## config.mk

```make
export PLATFORM = sky130hd
export DESIGN_NAME = alarm_ctrl
export DESIGN_NICKNAME = d
export VERILOG_FILES = /design/src/rtl/alarm_ctrl.sv
export SDC_FILE = /design/constraint.sdc
export NUM_CORES = 1
export LEC_CHECK = 0
export CAP_MARGIN = 20
export CORE_AREA = 2 2 55 57
export DETAILED_ROUTE_END_ITERATION = 12
export DIE_AREA = 0 0 57 59
export MAX_ROUTING_LAYER = met4
export PLACE_DENSITY_LB_ADDON = 0.2
export RECOVER_POWER = 100
export SYNTH_ARGS = -nofsm -noshare
export SYNTH_HDL_FRONTEND = slang
export SYNTH_SLANG_ARGS = --single-unit
```

## constraint.sdc

```tcl
create_clock -name clk -period 3.6 [get_ports clk]
set_input_delay 0.36 -clock clk [delete_from_list [all_inputs] [get_ports clk]]
set_output_delay 0.36 -clock clk [all_outputs]
set_load 0.1 [all_outputs]
```

## src/rtl/alarm_ctrl.sv

```systemverilog
`default_nettype none
// ============================================================================
//  Module      : alarm_ctrl
//  Description : Alarm sequencer that drives the piezo tone-player enable.
//                Detects the alarm minute, rings for a bounded time, and
//                handles snooze / stop button events.
//  Revision    : 1.0 - initial release
// ============================================================================
module alarm_ctrl #(
    parameter int RING_SEC   = 60,
    parameter int SNOOZE_SEC = 300,
    parameter int MAX_SNOOZE = 3
) (
    input  logic       clk,
    input  logic       rst,          // asynchronous, active-low
    input  logic       sec_tick,
    input  logic       alarm_on,
    input  logic [4:0] cur_hour,
    input  logic [5:0] cur_min,
    input  logic [5:0] cur_sec,
    input  logic [4:0] alm_hour,
    input  logic [5:0] alm_min,
    input  logic       btn_snooze,
    input  logic       btn_stop,
    output logic       enable,
    output logic       ringing,
    output logic       snoozing
);

    typedef enum logic [1:0] {
        ST_IDLE   = 2'd0,
        ST_RING   = 2'd1,
        ST_SNOOZE = 2'd2
    } state_t;

    // Terminal counts for the one-second counters
    localparam logic [8:0] c_ring_last   = 9'(RING_SEC - 1);
    localparam logic [8:0] c_snooze_last = 9'(SNOOZE_SEC - 1);
    localparam logic [2:0] c_max_snooze  = 3'(MAX_SNOOZE);

    state_t     state_q,      state_d;
    logic [8:0] sec_cnt_q,    sec_cnt_d;
    logic [2:0] snooze_cnt_q, snooze_cnt_d;
    logic       match_q,      match_d;
    logic       snz_btn_q,    snz_btn_d;
    logic       stp_btn_q,    stp_btn_d;

    logic       w_match;
    logic       w_trig;
    logic       w_snz_ev;
    logic       w_stp_ev;

    // Alarm-minute match, its first-cycle trigger, and button rising edges
    always_comb begin
        w_match   = alarm_on && (cur_hour == alm_hour) && (cur_min == alm_min)
                    && (cur_sec == 6'd0);
        w_trig    = w_match && !match_q;
        w_snz_ev  = btn_snooze && !snz_btn_q;
        w_stp_ev  = btn_stop && !stp_btn_q;
        match_d   = w_match;
        snz_btn_d = btn_snooze;
        stp_btn_d = btn_stop;
    end

    // Next-state and counter update; priority is alarm_on > stop > snooze > timeout
    always_comb begin
        state_d      = state_q;
        sec_cnt_d    = sec_cnt_q;
        snooze_cnt_d = snooze_cnt_q;

        if (!alarm_on) begin
            state_d      = ST_IDLE;
            sec_cnt_d    = 9'd0;
            snooze_cnt_d = 3'd0;
        end else begin
            case (state_q)
                ST_IDLE: begin
                    sec_cnt_d    = 9'd0;
                    snooze_cnt_d = 3'd0;
                    if (w_trig) begin
                        state_d = ST_RING;
                    end
                end

                ST_RING: begin
                    if (w_stp_ev) begin
                        state_d      = ST_IDLE;
                        sec_cnt_d    = 9'd0;
                        snooze_cnt_d = 3'd0;
                    end else if (w_snz_ev && (snooze_cnt_q < c_max_snooze)) begin
                        state_d      = ST_SNOOZE;
                        sec_cnt_d    = 9'd0;
                        snooze_cnt_d = snooze_cnt_q + 3'd1;
                    end else if (sec_tick) begin
                        // A snooze press beyond the limit is no event, so the
                        // ring timeout still applies in that cycle.
                        if (sec_cnt_q == c_ring_last) begin
                            state_d      = ST_IDLE;
                            sec_cnt_d    = 9'd0;
                            snooze_cnt_d = 3'd0;
                        end else begin
                            sec_cnt_d = sec_cnt_q + 9'd1;
                        end
                    end
                end

                ST_SNOOZE: begin
                    if (w_stp_ev) begin
                        state_d      = ST_IDLE;
                        sec_cnt_d    = 9'd0;
                        snooze_cnt_d = 3'd0;
                    end else if (sec_tick) begin
                        if (sec_cnt_q == c_snooze_last) begin
                            state_d   = ST_RING;
                            sec_cnt_d = 9'd0;
                        end else begin
                            sec_cnt_d = sec_cnt_q + 9'd1;
                        end
                    end
                end

                default: begin
                    state_d      = ST_IDLE;
                    sec_cnt_d    = 9'd0;
                    snooze_cnt_d = 3'd0;
                end
            endcase
        end
    end

    // State, counters and edge-detect registers
    always_ff @(posedge clk or negedge rst) begin
        if (!rst) begin
            state_q      <= ST_IDLE;
            sec_cnt_q    <= 9'd0;
            snooze_cnt_q <= 3'd0;
            match_q      <= 1'b0;
            snz_btn_q    <= 1'b0;
            stp_btn_q    <= 1'b0;
        end else begin
            state_q      <= state_d;
            sec_cnt_q    <= sec_cnt_d;
            snooze_cnt_q <= snooze_cnt_d;
            match_q      <= match_d;
            snz_btn_q    <= snz_btn_d;
            stp_btn_q    <= stp_btn_d;
        end
    end

    // Moore output decode straight from the state register
    assign enable   = (state_q == ST_RING);
    assign ringing  = (state_q == ST_RING);
    assign snoozing = (state_q == ST_SNOOZE);

endmodule
`default_nettype wire

```

==> results.cfg <==
[cts]
insertion_delay_ps = 300
cts_buffers = 3
clk_pin_slew_worst_paths_ps = 100
cts_root_buf = clkbuf_4
clock-sinks = 17
cts_max_level = 1
clock_path_buffers = 2
cts_setup_buffers = 0
cts_hold_buf = 0
cts_resized = 0
cts_tree = done

[drt]
postRouteAntennaNets = 0
wl_per_cell_um = 13.8
wirelength_um = 2670
drt_iter0_drc = 30
firstDrtPassIters = 4
drc = 0
viasPerCell = 5.63
num_vias = 1087

[floorplan]
start_util_pct = 43.4
row_count = 19
die_w_um = 57
core_area_mm2 = 0.00271
die-height_um = 59
dieArea_mm2 = 0.00336
ios = 37

[global_routing]
grt_pass1_vias = 1108
grtUsageTotal_pct = 17.9
grt-ovfl-total = 0
antenna_found_initial = 0
grt_first_pass_wirelength_um = 4520
grt_max_degree = 18

[synth]
synthesis.area_mm2 = 0.00117
ys_ff_latch = 17
synth_cell_types = 40
synth_nets = 163
synth_compound_area_share_pct = 17.3
yosysSeqAreaShare_pct = 36.2
muxShareOfSynthArea_pct = 4.79
syn_area_per_cell_um2 = 9.55
synthAdderAreaFrac_pct = 6.39
syn_inst = 123
synth_top_family_by_area = simple AND/OR/NAND/NOR gates
synth_edf_count = 0
synth_ff_type = dfrtp_1
async_flop_share_pct = 100
synth_xor_area_share_pct = 8.20
ys.warnings.count = 0
synthSimpleGateAreaFrac_pct = 24.0

[placed_design]
routabilityCongestion = 0.847
dp.cells = 189
hpwl_um = 2160
placed_area_mm2 = 0.00157
port_buffers = 36

[min_path]
holdPathStages = 1
hold_class = flop to flop

[setup_path]
cp_slowest_cell = o32ai_1
max_stage_delay_ps = 980
cp-start-kind = primary input
cp_top_family = compound AO/OA/AOI/OAI gates
rrSetupSlack_ps = 920
crit_path_end_kind = flop
path_depth = 6
worstPathArrival_ps = 2880
crit_type = primary input to flop
cp_common_cell = nand2_1
crit_fanout = 10
crit_chain = dlygate4sd3_1 -> or2b_2 -> nand2_1 -> o32ai_1 -> nand2_1 -> o311ai_0
ff2ff_path_depth = 6
critPathBufInv = 1
critPathRequiredTime_ps = 3790

[layout]
syn2layout_area_growth_pct = 34.0
nNetsFinal = 203
diodes = 0
layout-drive-gt1-share_pct = 9.26
stdcell_count = 193
fillers = 255
design_area_mm2 = 0.00157

[job]
maxCapViolCount = 0

[power]
p_leak_nw = 0.699
worst_ir_drop_vdd_v = 0.000328
power_density_mw_per_mm2 = 368

[sta]
tightest_slew_ps = 1090
slew_headroom_pct = 26.9
hold_viol = 0
rsz0062_at_grt = no
fmax_mhz = 372
finalSetupViolCount = 0
fin_skew_ps = 1.26
fin_crit_sh_pct = 74.6
period_needed_ps = 2690
slew_violations = 0
final.setup.tns_ps = 0

[outcome]
outcome = complete, no violations
[sequential cells by signal, summed over array words and instances, names as in the netlist]
name,count
snz_btn_q,1
stp_btn_q,1
state_q,2
snooze_cnt_q,3
sec_cnt_q,9
match_q,1
[final timing paths]
check | from | to
hold reg to reg | snooze_cnt_q[2]$_DFFE_PN0P_ | snooze_cnt_q[2]$_DFFE_PN0P_
setup reg to reg | sec_cnt_q[0]$_DFFE_PN0P_ | sec_cnt_q[7]$_DFFE_PN0P_
max in group asynchronous | rst | state_q[1]$_DFFE_PN0P_
min in group asynchronous | rst | snooze_cnt_q[0]$_DFFE_PN0P_
setup / recovery | btn_stop | sec_cnt_q[7]$_DFFE_PN0P_
hold / removal | snooze_cnt_q[2]$_DFFE_PN0P_ | snooze_cnt_q[2]$_DFFE_PN0P_
[layer usage]
layer / vias to the layer above / share of wire [%] / global-route usage, %
li1: 529 / - / -
met1: 504 / 42 / 20.1
met2: 47 / 48 / 31.4
met3: 7 / 6.4 / 2.40
met4: 0 / 2.8 / 9.30
met5: - / 0 / -
[per-stage QoR]
step                util (%)  total power, mW  hold WS (ps)  setup slack (ps)
finish                  58.1            0.579           529               914
global route            58.1            0.609           545               609
CTS                     58.8            0.596           519              1000
detailed placement      57.8            0.491           508               978
global placement        57.8            0.482           494              1090
floorplan                  -            0.410          64.4               833
[Yosys cell counts (2+ instances only)]
cell / number / share of area [%]
xnor2_1: 4 / 3.0
o311ai_0: 2 / 1.5
xor2_1: 7 / 5.2
nor3_1: 3 / 1.3
nand4_1: 3 / 1.6
inv_1: 8 / 2.6
mux2_1: 2 / 1.9
and3_1: 3 / 1.6
a22o_1: 3 / 2.2
nor2_1: 10 / 3.2
a21o_1: 4 / 2.6
o31ai_1: 2 / 1.3
nand3_1: 10 / 4.3
nand2_1: 12 / 3.8
dfrtp_1: 17 / 36
ha_1: 6 / 6.4
mux2_2: 3 / 2.9
a21oi_1: 2 / 0.85
[cell type report]
cell class	instances	area (um^2)	share of cell area (%)
Tap cell	31	38.8	2.46
Clock buffer	3	22.5	1.43
Multi-Input combinational cell	97	692	44.0
Sequential cell	17	425	27.0
Timing Repair Buffer	36	360	22.9
Clock inverter	1	5.00	0.318
Inverter	8	30.0	1.91
[power breakdown]
part	switching (mW)	internal [mW]
Clock	0.0649	0.0415
Sequential	0.00914	0.200
Combinational	0.168	0.0947
[logic make-up after synthesis]
kind of cell | count (synthesis)
AND/OR/NAND/NOR | 52
AO/OA/AOI/OAI | 23
flip-flops | 17
XOR/XNOR | 11
buffers and inverters | 9
adder cells (fa/ha/maj) | 6
multiplexers | 5
[cells in the final DEF, fill, tap and decap left out, types with 2 or more instances in the layout]
master           netlist  routed
dfrtp_1               17      17
and3_1                 3       3
a21o_1                 4       4
a21oi_1                2       2
nor3_1                 3       3
a22o_1                 3       3
clkbuf_4               0       3
ha_1                   6       6
o31ai_1                2       2
mux2_1                 2       2
nand4_1                3       3
clkdlybuf4s50_1        0      29
inv_1                  8       8
xor2_1                 7       7
mux2_2                 3       3
xnor2_1                4       4
nor2_1                10      10
nand3_1               10      10
o311ai_0               2       2
nand2_1               12      12
dlygate4sd3_1          0       7
Note: power is estimated with default switching activity, not from simulation.
